### src/rtl/sound_out_stage.sv
// Audio output stage: box-average, fractional-rate decimation, DC blocker,
// click-free gain ramp and output saturation, duplicated to both channels.
module sound_out_stage #(
  parameter int CLK_HZ   = 40000000,
  parameter int OUT_HZ   = 48000,
  parameter int AVG_LOG2 = 9,
  parameter int DC_SHIFT = 10,
  parameter int DC_EN    = 1
) (
  input  logic               clk_sys,
  input  logic               reset,
  input  logic               paused,
  input  logic               mute,
  input  logic signed [15:0] sample_in,
  input  logic               clip_clr,
  output logic signed [15:0] sample_l,
  output logic signed [15:0] sample_r,
  output logic               sample_stb,
  output logic               clip_seen
);

  localparam logic [26:0] OUT_INC = 27'(OUT_HZ);
  localparam logic [26:0] CLK_DEC = 27'(CLK_HZ);

  // Averager
  logic signed [25:0]   sum_reg;
  logic signed [25:0]   sum_next;
  logic [AVG_LOG2-1:0]  win_cnt_reg;
  logic signed [15:0]   avg_reg;

  // Rate generator
  logic [26:0] acc_reg;
  logic [26:0] acc_sum;
  logic        tick_next;
  logic        tick_reg;

  // Stage 1: DC blocker and gain ramp
  logic signed [15:0] x1_reg;
  logic signed [17:0] y1_reg;
  logic signed [17:0] y_reg;
  logic signed [17:0] y_next;
  logic signed [19:0] dc_raw;
  logic signed [17:0] dc_sat;
  logic [8:0]         gain_reg;
  logic [8:0]         gain_next;
  logic               v1_reg;

  // Stage 2: gain multiply
  logic signed [27:0] y_ext;
  logic signed [27:0] g_ext;
  logic signed [26:0] prod_reg;
  logic               v2_reg;

  // Stage 3: output saturation
  logic signed [26:0] s_full;
  logic signed [15:0] sat_val;
  logic               sat_hit;
  logic signed [15:0] out_reg;
  logic               stb_reg;
  logic               clip_reg;

  assign sum_next = sum_reg + 26'(sample_in);

  always_ff @(posedge clk_sys) begin
    if (reset) begin
      sum_reg     <= '0;
      win_cnt_reg <= '0;
      avg_reg     <= '0;
    end else begin
      win_cnt_reg <= win_cnt_reg + AVG_LOG2'(1);
      if (&win_cnt_reg) begin
        avg_reg <= 16'(sum_next >>> AVG_LOG2);
        sum_reg <= '0;
      end else begin
        sum_reg <= sum_next;
      end
    end
  end

  assign acc_sum   = acc_reg + OUT_INC;
  assign tick_next = (acc_sum >= CLK_DEC);

  always_ff @(posedge clk_sys) begin
    if (reset) begin
      acc_reg  <= '0;
      tick_reg <= 1'b0;
    end else begin
      acc_reg  <= tick_next ? (acc_sum - CLK_DEC) : acc_sum;
      tick_reg <= tick_next;
    end
  end

  // Widened to 20 bits so the un-clamped sum cannot wrap before saturation.
  assign dc_raw = 20'(avg_reg) - 20'(x1_reg) + 20'(y1_reg) - 20'(y1_reg >>> DC_SHIFT);

  always_comb begin
    dc_sat = dc_raw[17:0];
    if (dc_raw > 20'sd131071) begin
      dc_sat = 18'sh1FFFF;
    end else if (dc_raw < -20'sd131072) begin
      dc_sat = 18'sh20000;
    end
  end

  assign y_next = (DC_EN != 0) ? dc_sat : 18'(avg_reg);

  always_comb begin
    gain_next = gain_reg;
    if (paused | mute) begin
      if (gain_reg != 9'd0) begin
        gain_next = gain_reg - 9'd1;
      end
    end else if (gain_reg != 9'd256) begin
      gain_next = gain_reg + 9'd1;
    end
  end

  always_ff @(posedge clk_sys) begin
    if (reset) begin
      x1_reg   <= '0;
      y1_reg   <= '0;
      y_reg    <= '0;
      gain_reg <= '0;
      v1_reg   <= 1'b0;
    end else begin
      v1_reg <= tick_reg;
      if (tick_reg) begin
        y_reg    <= y_next;
        y1_reg   <= y_next;
        x1_reg   <= avg_reg;
        gain_reg <= gain_next;
      end
    end
  end

  assign y_ext = 28'(y_reg);
  assign g_ext = {19'd0, gain_reg};

  always_ff @(posedge clk_sys) begin
    if (reset) begin
      prod_reg <= '0;
      v2_reg   <= 1'b0;
    end else begin
      v2_reg <= v1_reg;
      if (v1_reg) begin
        prod_reg <= 27'(y_ext * g_ext);
      end
    end
  end

  assign s_full = prod_reg >>> 8;

  always_comb begin
    sat_val = s_full[15:0];
    sat_hit = 1'b0;
    if (s_full > 27'sd32767) begin
      sat_val = 16'sh7FFF;
      sat_hit = 1'b1;
    end else if (s_full < -27'sd32768) begin
      sat_val = 16'sh8000;
      sat_hit = 1'b1;
    end
  end

  always_ff @(posedge clk_sys) begin
    if (reset) begin
      out_reg  <= '0;
      stb_reg  <= 1'b0;
      clip_reg <= 1'b0;
    end else begin
      stb_reg <= v2_reg;
      if (v2_reg) begin
        out_reg <= sat_val;
      end
      // A saturating strobe outranks a simultaneous clear.
      if (v2_reg && sat_hit) begin
        clip_reg <= 1'b1;
      end else if (clip_clr) begin
        clip_reg <= 1'b0;
      end
    end
  end

  assign sample_l   = out_reg;
  assign sample_r   = out_reg;
  assign sample_stb = stb_reg;
  assign clip_seen  = clip_reg;

endmodule

### config.mk
export PLATFORM = sky130hd
export DESIGN_NAME = sound_out_stage
export DESIGN_NICKNAME = d
export VERILOG_FILES = /design/src/rtl/sound_out_stage.sv
export SDC_FILE = /design/constraint.sdc
export NUM_CORES = 1
export LEC_CHECK = 0
export ABC_AREA = 1
export ABC_CLOCK_PERIOD_IN_PS = 12900
export BUFFER_PORTS_ARGS = -buffer_cell sky130_fd_sc_hd__buf_2
export CAP_MARGIN = 20
export CORE_MARGIN = 2
export CORE_UTILIZATION = 55
export DETAILED_ROUTE_END_ITERATION = 6
export GPL_ROUTABILITY_DRIVEN = 1
export PLACE_DENSITY = 0.72
export SETUP_SLACK_MARGIN = 0.05
export SLEW_MARGIN = 20
export SYNTH_ARGS = -nofsm -noshare
export SYNTH_HDL_FRONTEND = slang
export SYNTH_SLANG_ARGS = --single-unit
### constraint.sdc
create_clock -name clk_sys -period 12.9 [get_ports clk_sys]
set_input_delay 1.29 -clock clk_sys [delete_from_list [all_inputs] [get_ports clk_sys]]
set_output_delay 1.29 -clock clk_sys [all_outputs]
set_load 0.03 [all_outputs]
# Yosys cells after proc, flatten, opt, wreduce, memory -nomap -nowiden
# Cells that the tools add are included.
# classes
add_sub_neg,9
n_mul,1
order_cmp,5
eq_ne,2
muxes,12
bitwise_logic,1
reduce_logical,7
# ops
cell,n
$mux 18,2
$mux 16,2
$add 27x16->27 const B,1
$ge 27x26->1 const B,1
$mul 18x10->27,1
$mux 27,1
$mux 9,3
$sub 27x26->27 const B,1
$add 26x16->26,1
$gt 20x18->1 const B,1
$lt 20x18->1 const B,1
$sub 19x8->20,1
$add 17x18->19,1
$gt 19x16->1 const B,1
$lt 19x16->1 const B,1
$add 9x1->9 const B,2
$sub 16x16->17,1
$ne 9x9->1 const B,1
$reduce_and 9->1,1
$reduce_bool 9->1,1
$sub 9x1->9 const B,1
$mux 1,4
$reduce_bool 2->1,2
$reduce_and 3->1,1
4 further kinds,4
# word_totals
reg_bits,169
in_bits,21
output_inout_bits,34
elab_cells,51

# Depth between registers and ports, before layout
# depth
ltp_word,6
mapped_depth,26
ltp_nobuf,24

# Worst setup path before layout
# Ideal clock, no wire load.
# synth_timing
path_type,register to register
from,reg y_reg[17]
to,reg prod_reg[22]
setup_ns,0.109
t_arrival_ns,5.154
required_ns,12.791
slack_ns,7.637
path_stages_with_launch,22
n_path_buf,1
period_less_slack_ns,5.263
path_cell_list,dfxtp_1 -> clkbuf_1 -> nand2_1 -> fa_1 -> inv_1 -> fa_1 -> fa_1 -> fa_1 -> inv_1 -> fa_1 -> inv_1 -> ha_1 -> nand2_1 -> nor2_1 -> inv_1 -> nor2_1 -> inv_1 -> o211ai_1 -> and2_1 -> o21ai_0 -> nand2_1 -> inv_1
# synth_via
elab_chain_len,1
# synth_lines
item,line_no,rtl
from (decl),40,logic signed [17:0] y_reg;
from (signal assigned),128,y_reg <= y_next;
$mul 18x10->27,146,prod_reg <= 27'(y_ext * g_ext);
to (signal assigned),146,
to (decl),51,logic signed [26:0] prod_reg;
# No other way between the ends.
# A chain may end at the register's enable or synchronous reset.

# Worst setup path after layout
# layout_timing
from,reg y_reg[17]
to,reg prod_reg[23]
# The elaborated chain is that of the path after synthesis.

==> reports/results.ini <==
[clocking]
htreeDepth = 4
clk_latency_ps = 440
clk_path_buf_depth = 2
numCtsBuffers = 17
clkSinkCount = 153
post_cts_buffers = 0
cts_resized = 0
clkSlewWorstSetupHoldPaths_ps = 70
cts_tree = yes
ctsRootBufferMaster = clkbuf_16
cts_hold_buf = 0

[logic_synthesis]
synth_flop_cell = dfxtp_1
synthesis.area_mm2 = 0.0160
synthArstFlopShare_pct = 0
ys_ff_latch = 153
synth.most_common_cell = nand2_1
synthCells = 2221
synth_common_cells = nand2_1 (482), inv_1 (454), a21oi_1 (174)
ys_seq_area_share_pct = 19.1
syn_avg_cell_area_um2 = 7.22
synth_enable_flop_cells = 0
synth_nets = 2523
yosys-top-cells-area = fa_1 (21%), dfxtp_1 (19%), nand2_1 (11%)
yosysTopAreaCell = fa_1
ys_types = 50
ys_warn_count = 0
synth_top_area_share_pct = 21.0

[placed_design]
placed_area_mm2 = 0.0164
dpl.hpwl_um = 29500
portBuffers = 54
routabilityCongestion = 0.925

[timing]
tightest_slew_ps = 1060
finalWorstPathRequiredPeriod_ps = 6020
maxSlewViolCount = 0
post-route-period-util_pct = 46.7
fin_tns_setup_ps = 0
relSlewSlack_pct = 29.6
finalClockSkew_ps = 15.4
fmaxAchievable_mhz = 166
rsz0062_at_grt = no
finalHoldViolations = 0
setup_violations = 0

[layout]
largest_reg_flops = 25
syn_to_final_growth_pct = 5.85
nets = 2512
drive_above_1_share_pct = 7.92
postLayoutCoreUtil_pct = 59.1
diodes = 0
final_area_mm2 = 0.0170

[power]
leakage_nw = 9.20
power.density_mw_per_mm2 = 85.9
peakVddDrop_v = 0.000119

[route]
firstDrtPassIters = 6
totalWireLength_um = 37700
via_count = 13700
dr_wl_met3_um = 1780
routedWlPerCell_um = 14.5
highest_layer = met4
dr_wl_met2_um = 18100
routed_via_density = 5.26
drc = 0
met1_length_um = 16900
drtAntennaViolNets = 0
drt_iter0_drc = 875

[run]
maxCapViolCount = 0

[worst_setup_path]
worst-path-max-fanout = 20
cp_common_cell = fa_1
worstSetupPathType = register to register
critPathSlowestCell = dfxtp_1
path_cells = nand2_1 > fa_1 > inv_1 > fa_1 > fa_1 > fa_1 > inv_1 > fa_1 > inv_1 > ha_1 > nand2_1 > nor3_1 > o2111ai_1 > nand4_1 > nand3_1 > o211ai_1 > inv_1
required_ps = 13230
endpoint_kind = register
cp.arrival_ps = 6350
cp-start-kind = register
max_stage_delay_ps = 1010

[worst_hold_path]
hp-class = register to register

[status]
status = finished clean

[global_route]
grt-ovfl-total = 0
grt_pass1_vias = 13700
grt_first_pass_wirelength_um = 64300
grt_max_degree = 61
antenna_found_initial = 0
grtUsageTotal_pct = 25.7

[floorplan]
start_util_pct = 55.9
dieArea_mm2 = 0.0305
die_w_um = 175
core_area_mm2 = 0.0287
rows = 62
die_y_um = 175
ios = 55

-- metrics by stage --
step	power [mW]	worst slack, ps	hold slack (ps)	instances
after global placement	0.946	7020	428	2575
after global routing	1.54	6480	486	2607
after floorplan	0.867	7640	417	2221
after detailed placement	0.955	6850	440	2575
after CTS	1.46	6860	452	2607
final	1.46	6880	447	2607
-- layout by cell type (no fill, tap or decap), types with 54 or more instances in the layout --
cell type  count
dfxtp_1      153
a21oi_1      174
nand3_1       83
buf_2         54
ha_1         113
o21ai_0      108
nor2_1       132
fa_1         168
inv_1        454
nand2_1      482
-- critical path, delay by kind of cell, from the launching register on --
family          cells  cell delay [ps]
compound gates      2              430
simple gates        5             1050
flops               1             1010
buf+inv             4              290
fa+ha+maj           6             3150
-- layer usage --
layer	GRT usage, %	vias to the layer above
li1	-	6847
met1	32.8	6442
met2	44.8	347
met3	4.03	73
met4	8.30	0
met5	0	-
-- path summary, 6_finish.rpt --
path	startpoint	endpoint	slack, ps	cells after the start
worst max register to register	y_reg[17]	prod_reg[23]	6880	17
worst min register to register	acc_reg[7]	acc_reg[7]	450	1
worst min-delay path	acc_reg[7]	acc_reg[7]	450	1
worst max-delay path	y_reg[17]	prod_reg[23]	6880	17
-- where the power goes --
part	leakage, nW	total (mW)	switching [mW]	internal, mW
combinational	7.68	0.424	0.276	0.148
sequential	1.24	0.530	0.0212	0.509
clock	0.272	0.504	0.228	0.276
-- area by class of cell --
| type | count | area, um^2 |
|---|---|---|
| clock inverter | 13 | 136 |
| multi-input combinational | 1510 | 10800 |
| inverter | 469 | 1760 |
| clock buffer | 19 | 443 |
| sequential | 153 | 3060 |
| tap | 384 | 480 |
| fill | 2738 | 11700 |
| timing repair buffer | 59 | 308 |
-- cell families (layout without fill, tap and decap cells) --
family / after synthesis / in the layout / synth area share [%]
DFF: 153 / 153 / 19.1
adders and majority gates: 281 / 281 / 29.8
AOI/OAI and AO/OA: 357 / 357 / 12.4
and+or+nand+nor: 812 / 812 / 21.8
xor gates and xnor gates: 60 / 60 / 3.32
buffers and inverters: 558 / 560 / 13.7
Note: power is estimated with default switching activity, not from simulation.
